## src/rtl/fb_pkg.sv

```systemverilog
// Shared framebuffer geometry, the pixel-write record and the write-port state encoding.
// Imported by the host write port and its pending-write FIFO.
package fb_pkg;

    localparam int FB_WIDTH  = 200;
    localparam int FB_HEIGHT = 150;
    localparam int FB_DEPTH  = FB_WIDTH * FB_HEIGHT;
    localparam int FB_ADDR_W = 15;
    localparam int FB_RGB_W  = 3;

    typedef struct packed {
        logic [FB_ADDR_W-1:0] addr;
        logic [FB_RGB_W-1:0]  rgb;
    } pix_wr_t;

    typedef enum logic {
        ST_IDLE  = 1'b0,
        ST_CLEAR = 1'b1
    } wr_state_e;

    function automatic logic [7:0] sat_inc8(input logic [7:0] v);
        return (v == 8'hFF) ? v : v + 8'd1;
    endfunction

endpackage

```

## src/rtl/fb_wr_fifo.sv

```systemverilog
// Synchronous FIFO for pending pixel writes; head data is visible combinationally, push/pop same cycle.
// Push is refused when full unless a pop happens in the same cycle; pop on empty is ignored.
module fb_wr_fifo #(
    parameter int DEPTH = 4,
    parameter int WIDTH = 18
) (
    input  logic             clk,
    input  logic             rst_n,
    input  logic             push_i,
    input  logic [WIDTH-1:0] push_dat_i,
    input  logic             pop_i,
    output logic             full_o,
    output logic             empty_o,
    output logic [WIDTH-1:0] head_dat_o
);

    localparam int AW = $clog2(DEPTH);

    logic [AW:0]      wr_ptr_q, rd_ptr_q;
    logic [WIDTH-1:0] mem_q [DEPTH];
    logic             do_push, do_pop;

    assign empty_o = (wr_ptr_q == rd_ptr_q);
    assign full_o  = (wr_ptr_q[AW] != rd_ptr_q[AW]) && (wr_ptr_q[AW-1:0] == rd_ptr_q[AW-1:0]);
    assign do_pop  = pop_i & ~empty_o;
    assign do_push = push_i & (~full_o | do_pop);

    assign head_dat_o = mem_q[rd_ptr_q[AW-1:0]];

    always_ff @(posedge clk or negedge rst_n) begin
        if (!rst_n) begin
            wr_ptr_q <= '0;
            rd_ptr_q <= '0;
        end else begin
            if (do_push) wr_ptr_q <= wr_ptr_q + 1'b1;
            if (do_pop)  rd_ptr_q <= rd_ptr_q + 1'b1;
        end
    end

    always_ff @(posedge clk) begin
        if (do_push) mem_q[wr_ptr_q[AW-1:0]] <= push_dat_i;
    end

endmodule

```

## src/rtl/fb_host_write_port.sv

```systemverilog
// Host-to-framebuffer write port: syncs the async strobe, range-checks, buffers and emits writes or a full clear.
// Strobe rise to WR_EN in 3 CLK edges when idle; WR_EN/WR_ADDR/WR_DATA hold until WR_READY.
module fb_host_write_port #(
    parameter int unsigned FB_DEPTH    = 30000,
    parameter int          FIFO_DEPTH  = 4,
    parameter logic [2:0]  CLEAR_COLOR = 3'b000
) (
    input  logic        CLK,
    input  logic        RESET_N,
    input  logic        STROBE,
    input  logic [14:0] ADDR_IN,
    input  logic [2:0]  RGB_IN,
    input  logic        CLEAR_REQ,
    output logic        WR_EN,
    output logic [14:0] WR_ADDR,
    output logic [2:0]  WR_DATA,
    input  logic        WR_READY,
    output logic        BUSY,
    output logic        OVERFLOW,
    output logic [7:0]  DROP_COUNT
);

    import fb_pkg::*;

    localparam logic [14:0] LAST_ADDR = 15'(FB_DEPTH - 1);

    logic        s1_q, s2_q, s3_q;
    logic        strobe_rise, addr_ok;
    logic        fifo_push, fifo_pop, fifo_full, fifo_empty;
    pix_wr_t     push_dat, head_dat;
    wr_state_e   state_q;
    logic [14:0] clr_cnt_q;
    logic        overflow_q;
    logic [7:0]  drop_cnt_q;

    // Flops reset high so a strobe already high when reset releases is not seen as a rising edge.
    always_ff @(posedge CLK or negedge RESET_N) begin
        if (!RESET_N) begin
            s1_q <= 1'b1;
            s2_q <= 1'b1;
            s3_q <= 1'b1;
        end else begin
            s1_q <= STROBE;
            s2_q <= s1_q;
            s3_q <= s2_q;
        end
    end

    assign strobe_rise = s2_q & ~s3_q;
    assign addr_ok     = (32'(ADDR_IN) < FB_DEPTH);
    assign push_dat    = '{addr: ADDR_IN, rgb: RGB_IN};
    assign fifo_push   = strobe_rise & addr_ok;
    assign fifo_pop    = (state_q == ST_IDLE) & ~fifo_empty & WR_READY;

    fb_wr_fifo #(
        .DEPTH (FIFO_DEPTH),
        .WIDTH ($bits(pix_wr_t))
    ) u_fifo (
        .clk        (CLK),
        .rst_n      (RESET_N),
        .push_i     (fifo_push),
        .push_dat_i (push_dat),
        .pop_i      (fifo_pop),
        .full_o     (fifo_full),
        .empty_o    (fifo_empty),
        .head_dat_o (head_dat)
    );

    always_ff @(posedge CLK or negedge RESET_N) begin
        if (!RESET_N) begin
            overflow_q <= 1'b0;
            drop_cnt_q <= 8'd0;
        end else begin
            if (fifo_push && fifo_full && !fifo_pop) overflow_q <= 1'b1;
            if (strobe_rise && !addr_ok)             drop_cnt_q <= sat_inc8(drop_cnt_q);
        end
    end

    // A clear request wins over queued host writes, which stay buffered until the clear completes.
    always_ff @(posedge CLK or negedge RESET_N) begin
        if (!RESET_N) begin
            state_q   <= ST_IDLE;
            clr_cnt_q <= '0;
        end else begin
            case (state_q)
                ST_IDLE: begin
                    if (CLEAR_REQ) begin
                        state_q   <= ST_CLEAR;
                        clr_cnt_q <= '0;
                    end
                end
                ST_CLEAR: begin
                    if (WR_READY) begin
                        if (clr_cnt_q == LAST_ADDR) begin
                            state_q   <= ST_IDLE;
                            clr_cnt_q <= '0;
                        end else begin
                            clr_cnt_q <= clr_cnt_q + 15'd1;
                        end
                    end
                end
                default: state_q <= ST_IDLE;
            endcase
        end
    end

    always_comb begin
        WR_EN   = 1'b0;
        WR_ADDR = '0;
        WR_DATA = '0;
        if (state_q == ST_CLEAR) begin
            WR_EN   = 1'b1;
            WR_ADDR = clr_cnt_q;
            WR_DATA = CLEAR_COLOR;
        end else if (!fifo_empty) begin
            WR_EN   = 1'b1;
            WR_ADDR = head_dat.addr;
            WR_DATA = head_dat.rgb;
        end
    end

    assign BUSY       = (state_q == ST_CLEAR) | ~fifo_empty;
    assign OVERFLOW   = overflow_q;
    assign DROP_COUNT = drop_cnt_q;

endmodule

```

## config.mk

```make
export PLATFORM = sky130hd
export DESIGN_NAME = fb_host_write_port
export DESIGN_NICKNAME = d
export VERILOG_FILES = /design/src/rtl/fb_pkg.sv /design/src/rtl/fb_wr_fifo.sv /design/src/rtl/fb_host_write_port.sv
export SDC_FILE = /design/constraint.sdc
export NUM_CORES = 1
export LEC_CHECK = 0
export ABC_CLOCK_PERIOD_IN_PS = 5200
export BUFFER_PORTS_ARGS = -buffer_cell sky130_fd_sc_hd__buf_2
export CAP_MARGIN = 15
export CORE_MARGIN = 4
export CORE_UTILIZATION = 63
export CTS_CLUSTER_DIAMETER = 120
export CTS_CLUSTER_SIZE = 20
export DETAILED_ROUTE_END_ITERATION = 7
export PLACE_DENSITY = 0.85
export SLEW_MARGIN = 20
export SYNTH_ARGS = -nofsm -noshare
export SYNTH_HDL_FRONTEND = slang
export SYNTH_SLANG_ARGS = --single-unit
```

## constraint.sdc

```tcl
create_clock -name CLK -period 5.2 [get_ports CLK]
set_input_delay 0.26 -clock CLK [delete_from_list [all_inputs] [get_ports CLK]]
set_output_delay 0.26 -clock CLK [all_outputs]
set_load 0.05 [all_outputs]
```

; Word-level counts from Yosys, hierarchy flattened
; Memories as Yosys holds them, arrays and structs flattened.
; Index checks and enable logic that the tools add are counted.
[classes]
add_sub_neg = 4
n_mul = 0
div_mod_pow = 0
n_lt_le_gt_ge = 1
n_eq_ne = 7
shift = 0
n_mux = 16
n_bitwise = 13
n_reduce_logical = 8
[ops]
columns = operator, n
row1 = two-way mux 15 bit, 5
row2 = one-hot mux 15 bit (2 select lines), 1
row3 = "adder 15 x 1 -> 15 bit, second input constant", 1
row4 = "== test 15 bit, second input constant", 1
row5 = "less-than comparator 15 bit, second input constant", 1
row6 = "adder 8 x 1 -> 8 bit, second input constant", 1
row7 = "== test 8 bit, second input constant", 1
row8 = two-way mux 1 bit, 7
row9 = "adder 3 x 1 -> 3 bit, second input constant", 2
row10 = AND 1 bit, 6
row11 = two-way mux 3 bit, 2
row12 = inverter 1 bit, 5
row13 = logical AND 1 bit, 4
row14 = "inequality test 2 bit, second input constant", 2
row15 = AND reduction 2 bit, 2
row16 = == test 3 bit, 1
row17 = == test 2 bit, 1
row18 = logical NOT 1 bit, 2
row19 = bitwise OR 1 bit, 2
row20 = one-hot mux 1 bit (2 select lines), 1
row21 = inequality test 1 bit, 1
[word_totals]
reg_bits = 34
latch_bits = 0
ram_bits = 72
romBits = 0
input_bits = 23
out_inout_bits = 29
wordCells = 59
mem_count = 1
[memory_table]
columns = name, depth, word_bits, rd, rd_clocked_by_memory_dff, wr, line
row1 = u_fifo.mem_q, 4, 18, 1, 0, 1, fb_wr_fifo.sv:20  ; logic [WIDTH-1:0] mem_q [DEPTH];

; Logic depth before layout (Yosys ltp)
; Gate-level depths: netlist of the first run.
[depth]
depth_word = 9
ltp_mapped = 7
mapped_depth_nobuf = 5

; Modules after synthesis
; From an unflattened synthesis of the first run, not the netlist that was laid out.
[unflattened]
cells_unflattened = 309
area_unflattened_um2 = 4753.3
[modules_own_cells]
columns = module, instances, cells_each, area_each_um2, seq_area_each_um2
row1 = fb_wr_fifo, 1, 137, 3024.2, 2312.2
row2 = fb_host_write_port, 1, 172, 1729.2, 704.4

; Worst setup path after synthesis of the first run
; Ideal clock, no wire load.
[synth_timing]
path_kind = register to register
start = reg s2_q
end = mem u_fifo.mem_q[3][0] (enable)
setup_time_ns = 0.426
t_arrival_ns = 2.345
required_time_ns = 4.774
path_slack_ns = 2.429
stages_incl_launch_ff = 4
n_path_buf = 0
synth_period_minus_slack_ns = 2.771
cell_sequence = dfstp_2 nor2b_1 o211ai_1 a211oi_1
[synth_between]
elab_chain_len = 5
[synth_rtl]
columns = item, line
row1 = "start, declared", fb_host_write_port.sv:27  ; logic s1_q, s2_q, s3_q;
row2 = "start signal, assigned", fb_host_write_port.sv:44  ; s2_q <= s1_q;
row3 = AND 1 bit, fb_host_write_port.sv:49  ; assign strobe_rise = s2_q & ~s3_q;
row4 = AND 1 bit, fb_host_write_port.sv:52  ; assign fifo_push = strobe_rise & addr_ok;
row5 = AND 1 bit, fb_wr_fifo.sv:26  ; assign do_push = push_i & (~full_o | do_pop);
row6 = two-way mux 1 bit, fb_wr_fifo.sv:41  ; if (do_push) mem_q[wr_ptr_q[AW-1:0]] <= push_dat_i;
row7 = two-way mux 1 bit (implied by the code), fb_wr_fifo.sv:41
row8 = "end, declared", fb_wr_fifo.sv:20
; No other way between the ends.

; Worst setup path after layout of the first run
[layout_timing]
start = reg u_fifo.rd_ptr_q[1]
end = out WR_ADDR[13]
[layout_between]
elab_chain_len = 3
word_cells_on_any_way = 4
cone_classes = 1 x eq/ne / 2 x mux / 1 x memory
[layout_rtl]
columns = item, line
row1 = "start, declared", fb_wr_fifo.sv:19  ; logic [AW:0] wr_ptr_q, rd_ptr_q;
row2 = "start signal, assigned", fb_wr_fifo.sv:36  ; if (do_pop) rd_ptr_q <= rd_ptr_q + 1'b1;
row3 = memory (4 x 18 bit) or == test 3 bit (tied branches), --
row4 = two-way mux 15 bit *, fb_host_write_port.sv:115  ; end else if (!fifo_empty) begin
row5 = two-way mux 15 bit *, fb_host_write_port.sv:111  ; if (state_q == ST_CLEAR) begin
row6 = "end, declared", fb_host_write_port.sv:15  ; output logic [14:0] WR_ADDR,
; Every way passes the cells marked *; elsewhere a longest branch is shown, timed or not.

==> impl_results.md, run 1 <==
* Cts-stage hold buffer count at 2
* PD cells at around 390 nW/µm²
* Final WL at a little over 9 mm
* TritonCTS clock tree: yes
* Synth Instances at between 300 and 400
* Mapped cell area at 4750 µm²
* Post-Syn Area per Cell at around 14 µm²
* Synth warnings at 0
* Worst slack at placement at about 2.2 ns
* Final setup violation count at 0
* Core Area at 7290 µm²
* Antenna diodes at 0
* Max transition margin at 0.372
* Synth unique cells at 51
* Gr ovfl total at 0
* CP required at around 5 ns
* CP bufs+invs at 1
* Die area at between 8000 and 9000 µm²
* Post-cts resize count at 0
* Avg WL per Cell at roughly 19 µm
* Slowest cell on crit path: dfrtp_1
* Critical-path maximum fanout at 21
* Port bufs at 51
* Period utilization at 0.600
* HPWL Detailed at between 6 and 7 mm
* Layout area overhead at 11.1%
* Sequential area share after synthesis at 0.635
* Synth cell count leaders: edfxtp_1, dfrtp_1, nand2_1
* CTS sink count at between 100 and 150
* Hold Vio Cnt, Final at 0
* DRT Pass-1 Iters at 4
* Final worst slack at between 2 and 2.5 ns
* Most frequent cell after synthesis: edfxtp_1
* Pin count of the biggest net entering global routing at between 40 and 50
* Synth Flop Type: edfxtp_1
* GRT Resource Usage Total at 0.223
* Routability cong. at a little over 0.8
* Die Height at about 95 µm
* Vias after detailed routing at between 2000 and 3000
* Largest stage delay on the critical path at between 0.9 and 1 ns
* Outcome: completed
* Longest Clk Path Bufs at 2
* Critical path startpoint category: register
* CTS H-Tree Depth at 3
* MaxCap Viol Count at 0
* Pins over their slew limit at 0
* Fraction of registers with async set/reset at 0.321
* Share of the synthesized area in the top cell type at 0.455
* RSZ-0062 raised after global routing: no
* Leading area contributor after synthesis: edfxtp_1
* Total power at approximately 2.1 mW
* # fillers at around 510
* Fmax at between 300 and 400 MHz
* Postcts setup bufs at 0
* Layout cells sized above 1 at 0.271
* Row cnt at 31
* Crit Path Class: reg2out
* Total CTS buffers at 9
* VDD IR max at between 200 and 300 µV
* Mapped Nets at 360
* CP Data Arrival Time at 2.86 ns
* Crit end category: output port
* Initial Util at 0.652
* Horiz. Die Dim at 94.8 µm
* Reg clk slew, reported paths at around 0.10 ns
* Total Neg Setup Slack at 0 ns
* DRC viols at 0
* Initial DRC count at 149
* Vias per cell at 5.91
* CP Cell Sequence: xor2_1 > nor3b_4 > nand2b_1 > o21ai_0 > buf_2
* Worst-Skew Late Latency at around 0.37 ns
* Post-synth EDFFs at slightly above 70
* First-pass GRT wire length at around 15 mm
* Number of synthesized register bits at 106
* Final ANT Viol Nets at 0
* CTS root buffer: clkbuf_8
* Top cells by area, synth: edfxtp_1, dfrtp_1, mux4_2
* Worst slew pin tran at around 0.94 ns
* P_leak at 1.98 nW
* Initial antenna violation count at 0
* Io pins at 52
* Period minus WS final at 3.12 ns
* Setup Skew at a little over 0.01 ns
* Vias in the first global route at 2815
* Hold WC Path Type: in2reg
* Top Family by Delay on Critical Path: flip-flops
* Fin nets at slightly above 400
## kinds of logic (layout without fill, tap and decap cells)
kind of cell,Yosys count,after routing,synth area share
XOR/XNOR,14,14,0.0258
AO/OA/AOI/OAI,60,60,0.0838
flip-flops,106,106,0.635
multiplexers,21,21,0.0924
adder cells (fa/ha/maj),7,7,0.0184
buffers and inverters,25,79,0.0274
AND/OR/NAND/NOR,97,97,0.117
## state kept, by name (all words and copies together), names as in the netlist
| name | count |
|---|---|
| OVERFLOW | 1 |
| clr_cnt_q | 15 |
| state_q | 1 |
| s2_q | 1 |
| u_fifo.mem_q | 72 |
| s1_q | 1 |
| u_fifo.rd_ptr_q | 3 |
| u_fifo.wr_ptr_q | 3 |
| s3_q | 1 |
| DROP_COUNT | 8 |
## placed cells by master (no fill, tap or decap), types with 5 or more instances in the layout
| master | Yosys | final |
|---|---|---|
| nand3_1 | 8 | 8 |
| mux4_2 | 18 | 18 |
| o21ai_0 | 19 | 19 |
| nand4_1 | 5 | 5 |
| nand2_1 | 27 | 27 |
| buf_2 | 2 | 51 |
| xnor2_1 | 10 | 10 |
| a31oi_1 | 12 | 12 |
| a21oi_1 | 9 | 9 |
| nor2_1 | 6 | 6 |
| dfrtp_1 | 31 | 30 |
| edfxtp_1 | 72 | 72 |
| nand2b_1 | 18 | 18 |
| clkbuf_8 | 0 | 9 |
| and2_1 | 5 | 5 |
| ha_1 | 7 | 7 |
| inv_1 | 7 | 7 |
## layer usage
metal / track usage / wire length, µm / part of all wire
met4: 0.0853 / 116 / 0.013
met1: 0.313 / 3830 / 0.42
met3: 0.0367 / 528 / 0.058
met5: 0 / 0 / 0
met2: 0.353 / 4640 / 0.51
## where the power goes
group          internal, mW  switching [mW]
clock network         0.188           0.295
logic                 0.188           0.308
registers              1.02          0.0740
## cell type report
class / count / area, µm² / share of cell area
flip-flops and latches: 106 / 3020 / 0.572
multi-input cells: 199 / 1620 / 0.307
repair buffers: 56 / 298 / 0.0564
clock buffers: 9 / 124 / 0.0235
well taps: 99 / 124 / 0.0235
clock inverters: 7 / 67.6 / 0.0128
inverters: 7 / 26.3 / 0.00498
## per-stage QoR
stage	cells	area, µm²	util	hold WS [ns]
4_1_cts	483	5270	0.723	0.0887
6_report	483	5280	0.724	0.105
3_5_place_dp	465	5060	0.694	0.348
5_1_grt	483	5280	0.724	0.0946
2_1_floorplan	330	4750	-	-0.0356
3_3_place_gp	465	5060	0.694	0.346
## worst reg2reg max path, cell delays in order (launching register included)
cell and delay (ns):
dfrtp_1 0.94, xor2_1 0.35, nor4_1 0.15, a21oi_1 0.35
and2_1 0.81
## worst paths after layout
check,slack (ns),to,cells after the start,from
worst max-delay path,2.08,WR_ADDR[13],5,u_fifo.rd_ptr_q[1]
worst min-delay path,0.11,u_fifo.mem_q[2][0],1,RGB_IN[0]
worst max register to register,2.23,u_fifo.mem_q[2][17],4,u_fifo.rd_ptr_q[1]
worst min register to register,0.36,s2_q,0,s1_q
max in group asynchronous,4.20,state_q,2,RESET_N
min in group asynchronous,0.48,clr_cnt_q[3],2,RESET_N
Power figures use the tool's default switching activity.
==> inputs of run 2 (changes only) <==
Settings changed: ABC_AREA from default to 1, ABC_CLOCK_PERIOD_IN_PS 5200 to 2700, CORE_UTILIZATION 63 to 53, PLACE_DENSITY 0.85 to 0.76.
Clock period 5.2 ns to 2.7 ns, I/O delays scaled along.
==> impl_results.md, run 2 <==
* Period utilization at 0.851
* Top cells by area, synth: edfxtp_1, dfrtp_1, nand2_1
* First-pass GRT wire length at ~17 mm
* Port bufs at 51
* XOR/XNOR Fraction of Synth Area at 0.0192
* Initial DRC count at about 250
* Gr ovfl total at 0
* Mux share of post-synthesis cell area at 0
* Synth warnings at 0
* Die area at ~11000 µm²
* Hold WC Path Type: in2reg
* CP dominant cell by count: nand2_1
* Row cnt at 35
* Io pins at 52
* Critical path startpoint category: register
* RSZ-0062 raised after global routing: no
* Post-Syn Area per Cell at 10.2 µm²
* Total CTS buffers at 9
* Cell area after placement at around 5400 µm²
* Most frequent cells in the layout: nand2_1, edfxtp_1, buf_2, inv_1
* Crit end category: output port
* PD cells at 681 nW/µm²
* Final WL at 10.3 mm
* TritonCTS clock tree: yes
* Largest family of logic cells by synthesized area: simple AND/OR/NAND/NOR gates
* Post-route insts no fill at roughly 680
* Sequential area share after synthesis at 0.603
* Period minus WS final at between 2 and 2.5 ns
* Fmax at between 400 and 500 MHz
* Initial antenna violation count at 0
* Horiz. Die Dim at about 110 µm
* VDD IR max at just under 500 µV
* CP required at around 2.6 ns
* Fraction of registers with async set/reset at 0.321
* CTS H-Tree Depth at 3
* Hold Vio Cnt, Final at 0
* Slowest cell on crit path: dfrtp_1
* GRT Resource Usage Total at 0.198
* Mapped Nets at 523
* Largest stage delay on the critical path at 0.44 ns
* Fin nets at between 500 and 600
* Synth Flop Type: edfxtp_1
* Synth Instances at slightly below 500
* Reg clk slew, reported paths at ~0.11 ns
* Final ANT Viol Nets at 0
* FF-to-FF path depth at 8
* Antenna diodes at 0
* Initial Util at 0.544
* Total power at between 3 and 4 mW
* Synth Area in Compound Gates at 0.110
* HPWL Detailed at 7.08 mm
* Mapped cell area at 5010 µm²
* Post-synth EDFFs at ~70
* Critical-path maximum fanout at 37
* Setup Skew at roughly 0.014 ns
* Final setup violation count at 0
* DRT Pass-1 Iters at 5
* Most frequent cell after synthesis: nand2_1
* Routability cong. at around 0.86
* Post-Synth Simple-Gate Area at 0.200
* Pins over their slew limit at 0
* Finished Cell Area at ~5700 µm²
* Worst Hold Path EP: u_fifo.mem_q[1][12]
* Worst r2r dst: u_fifo.mem_q[1][3]
* CP Data Arrival Time at between 2 and 2.5 ns
* Hold wc startpoint: ADDR_IN[9]
* CTS root buffer: clkbuf_8
* Outcome: completed
* Pin count of the biggest net entering global routing at 38
* DRC viols at 0
* Worst slew pin tran at 0.773 ns
* MaxCap Viol Count at 0
* Die Height at 105 µm
* Placed Cells at 648
* Commonest non-fill, non-tap cell in the layout: nand2_1
* Slack of the worst reg-to-reg path at 0.74 ns
* Synth cell count leaders: nand2_1, edfxtp_1, inv_1
* Post-Synth Adder-Cell Area at 0.0175
* Layout area overhead at 14.2%
* Vias in the first global route at ~3500
* CP Cell Sequence: inv_1 > buf_4 > nand2_1 > nand3_1 > nand2_1 > o21ai_0 > buf_2
* Synth unique cells at 37
* Number of synthesized register bits at ~110
* Vias after detailed routing at 3626
* Leading area contributor after synthesis: edfxtp_1
* Max reg flops at slightly above 70
* Crit Path Class: reg2out
* FF-to-FF Start: u_fifo.wr_ptr_q[1]
* Vias per cell at 5.32
* Avg WL per Cell at roughly 15 µm
* Longest Clk Path Bufs at 2
* # fillers at 748
* Total Neg Setup Slack at 0 ns
* Max transition margin at 0.485
* WHS Path Cells at 1
* Share of the synthesized area in the top cell type at 0.432
* Worst-Skew Late Latency at about 0.37 ns
* CTS sink count at 106
* Core Area at a little over 9000 µm²
* P_leak at roughly 2.4 nW
* Layout cells sized above 1 at 0.214
[run 2: cell types whose count changed after synthesis, moves of 6 or more]
cell | previous run | this run
nand3_1 | 8 | 27
buf_2 | 2 | 10
nor2_1 | 6 | 25
o21ai_2 | 0 | 20
nand2_1 | 27 | 144
nand2b_1 | 18 | 0
clkbuf_1 | 9 | 1
mux4_2 | 18 | 0
xnor2_1 | 10 | 3
o21ai_0 | 19 | 25
a21oi_1 | 9 | 31
a31oi_1 | 12 | 0
inv_1 | 7 | 36
[run 2: area by class of cell]
class                   instances  area [µm²]  area share
multi-input cells             331        1740       0.304
repair buffers                 76         485      0.0849
clock buffers                   9         124      0.0217
well taps                     111         139      0.0243
inverters                      41         156      0.0274
flip-flops and latches        106        3020       0.528
clock inverters                 7        60.1      0.0105
[run 2: per-layer routing]
layer | vias up | wire length (µm) | GRT usage
li1 | 1806 | - | -
met1 | 1710 | 4500 | 0.270
met2 | 94 | 5160 | 0.326
met3 | 16 | 470 | 0.0371
met4 | 0 | 191 | 0.0525
met5 | - | 0 | 0
[run 2: report_power, final]
group	leakage (nW)	internal [mW]	switching, mW
combinational	1.25	0.277	0.660
sequential	1.09	1.93	0.115
clock	0.0917	0.354	0.557
[run 2: worst max path at each step]
stage                            start                  end  slack (ns)  cells past startpoint
floorplan           u_fifo.wr_ptr_q[1]   u_fifo.mem_q[0][0]        0.46                      7
detailed placement  u_fifo.wr_ptr_q[1]  u_fifo.mem_q[1][10]        0.78                      8
global placement               state_q           WR_ADDR[2]        0.82                      6
finish              u_fifo.rd_ptr_q[0]           WR_ADDR[0]        0.40                      7
global route                   state_q           WR_ADDR[2]        0.24                      6
CTS                            state_q           WR_ADDR[2]        0.38                      6
[run 2: metrics by stage]
stage	hold WS [ns]	utilization	worst slack (ns)
after global routing	0.0104	0.622	0.240
after floorplan	-0.161	-	0.458
final	0.0264	0.622	0.402
after global placement	0.241	0.583	0.817
after CTS	0.00727	0.622	0.375
after detailed placement	0.243	0.583	0.782
[run 2: cell families (layout without fill, tap and decap cells)]
| group | count (synthesis) | in the layout |
|---|---|---|
| xor+xnor | 11 | 11 |
| fa+ha+maj | 7 | 7 |
| simple gates | 226 | 226 |
| buf+inv | 56 | 133 |
| flops | 106 | 106 |
| compound gates | 87 | 87 |
[run 2: timing repair]
action	CTS	global route
hold buffers	17	0
buffers inserted	0	0
gates resized for setup	0	0
endpoints found under the hold margin	89	0
[run 2: critical path, delay by kind of cell, from the launching register on]
| family | cells | cell delay (ns) |
|---|---|---|
| flip-flops | 1 | 0.44 |
| AND/OR/NAND/NOR | 3 | 0.28 |
| AO/OA/AOI/OAI | 1 | 0.30 |
| buffers and inverters | 3 | 0.79 |
==> inputs of run 3 (changes only) <==
Settings changed: PLACE_DENSITY 0.76 to default, PLACE_DENSITY_LB_ADDON from default to 0.05.
==> impl_results.md, run 3 (synthesis gave the netlist of run 2 again) <==
* M3 GR Usage at 0.0463
* Avg WL per Cell at 15.8 µm
* Multi-input logic area at 1740 µm²
* Period minus WS final at 2.35 ns
* Outcome: completed
* Gr ovfl total at 0
* CTS sink count at approximately 110
* Longest Clk Path Bufs at 2
* Fmax at around 420 MHz
* Reg clk slew, reported paths at about 0.10 ns
* Fin nets at roughly 600
* Row cnt at 35
* Die area at 11100 µm²
* Pins over their slew limit at 0
* WHS Path Cells at 1
* Sequential share of power at 0.526
* Port bufs at 51
* Final worst slack at 0.347 ns
* Layout area overhead at 14.3%
* Hold wc startpoint: ADDR_IN[5]
* Vias in the first global route at about 3600
* CP bufs+invs at 3
* Final ANT Viol Nets at 0
* Critical path startpoint category: register
* Initial antenna violation count at 0
* Initial DRC count at approximately 170
* MaxCap Viol Count at 0
* Post-cts resize count at 0
* FF-to-FF path depth at 8
* Largest stage delay on the critical path at 0.44 ns
* Slack of the worst reg-to-reg path at 0.69 ns
* CTS H-Tree Depth at 3
* Critical-path maximum fanout at 17
* Final WL at between 10 and 15 mm
* Worst slack at placement at ~0.73 ns
* Worst slew pin tran at between 0.7 and 0.8 ns
* TritonCTS clock tree: yes
* CP dominant cell by count: o21ai_0
* VDD IR max at ~590 µV
* CP Cell Sequence: inv_2 > nand2_4 > inv_4 > o21ai_0 > o21ai_0 > buf_2
* DRT Pass-1 Iters at 4
* Initial Util at 0.544
* Top Family by Delay on Critical Path: buffers and inverters
* Hold Vio Cnt, Final at 0
* Slowest cell on crit path: dfrtp_1
* Setup Skew at ~0.016 ns
* # fillers at 784
* Total Neg Setup Slack at 0 ns
* Worst-Skew Late Latency at 0.37 ns
* Antenna diodes at 0
* HPWL Detailed at between 7 and 8 mm
* RSZ-0062 raised after global routing: no
* Io pins at 52
* Hold WC Path Type: in2reg
* Final setup violation count at 0
* Crit Path Class: reg2out
* Total CTS buffers at 9
* Horiz. Die Dim at around 110 µm
* Layout cells sized above 1 at 0.219
* PD cells at 678 nW/µm²
* Sw Pwr at roughly 1.3 mW
* Worst r2r dst: u_fifo.mem_q[3][10]
* Final Util at 0.622
* First-pass GRT wire length at roughly 18 mm
* Total power at approximately 3.9 mW
* Max transition margin at 0.469
* FF-to-FF Start: u_fifo.wr_ptr_q[0]
* M1 GR Usage at 0.274
* Core Area at slightly above 9000 µm²
* Routability cong. at 0.849
* Commonest non-fill, non-tap cell in the layout: nand2_1
* Register area at between 3000 and 4000 µm²
* Worst Hold Path EP: u_fifo.mem_q[1][8]
* CP Data Arrival Time at 2.22 ns
* Net Sw Frac at 0.341
* GRT Resource Usage Total at 0.208
* Period utilization at 0.871
* Internal Pwr Total at around 2.6 mW
* Pin count of the biggest net entering global routing at 35
* Clk network pwr share at 0.230
* Met2 capacity usage during global routing at 0.339
* Vias per cell at approximately 5.3
* CTS root buffer: clkbuf_8
* DRC viols at 0
* Max reg flops at 72
* Most frequent cells in the layout: nand2_1, edfxtp_1, buf_2, inv_1
* Vias after detailed routing at around 3600
* CP required at about 2.6 ns
* Power share of the combinational group at 0.244
* Busiest metal layer after global routing: met2
* Crit end category: output port
* Die Height at 105 µm
* P_leak at around 2.4 nW
## run 3: worst max-delay path by stage
stage / start / end / cells past startpoint / slack, ns
finish: state_q / WR_ADDR[14] / 6 / 0.35
global route: state_q / WR_ADDR[3] / 6 / 0.21
CTS: state_q / WR_ADDR[14] / 6 / 0.34
detailed placement: u_fifo.wr_ptr_q[0] / u_fifo.mem_q[3][12] / 8 / 0.73
global placement: state_q / WR_ADDR[14] / 6 / 0.80
floorplan: u_fifo.wr_ptr_q[1] / u_fifo.mem_q[0][0] / 7 / 0.46
## run 3: final cells by class
class	count	area share
Sequential cell	106	0.527
Multi-Input combinational cell	331	0.303
Timing Repair Buffer	78	0.0871
Inverter	41	0.0273
Tap cell	111	0.0243
Clock buffer	10	0.0223
Clock inverter	6	0.00831
## run 3: power by group through the flow
stage | clock, mW | combinational, mW | sequential, mW
finish | 0.893 | 0.946 | 2.04
CTS | 0.922 | 0.956 | 2.04
global route | 0.984 | 1.04 | 2.06
floorplan | 0 | 0.626 | 2.12
detailed placement | 0 | 0.934 | 2.08
global placement | 0 | 0.921 | 2.07
## run 3: stage by stage
stage | cell area, µm² | std cells | hold WS, ns
final | 5720 | 683 | 0.0102
after global routing | 5720 | 683 | 0.00257
after CTS | 5720 | 683 | 0.000674
after detailed placement | 5390 | 651 | 0.248
after global placement | 5390 | 651 | 0.243
after floorplan | 5010 | 493 | -0.161
## run 3: layer usage
metal  share of wire  wire, µm
met4           0.023       245
met3           0.040       427
met1            0.45      4880
met5               0         0
met2            0.49      5240
## run 3: repair_timing
action	4_1_cts	5_1_grt
setup buffers	0	0
hold buffers	16	0
endpoints found under the hold margin	86	0
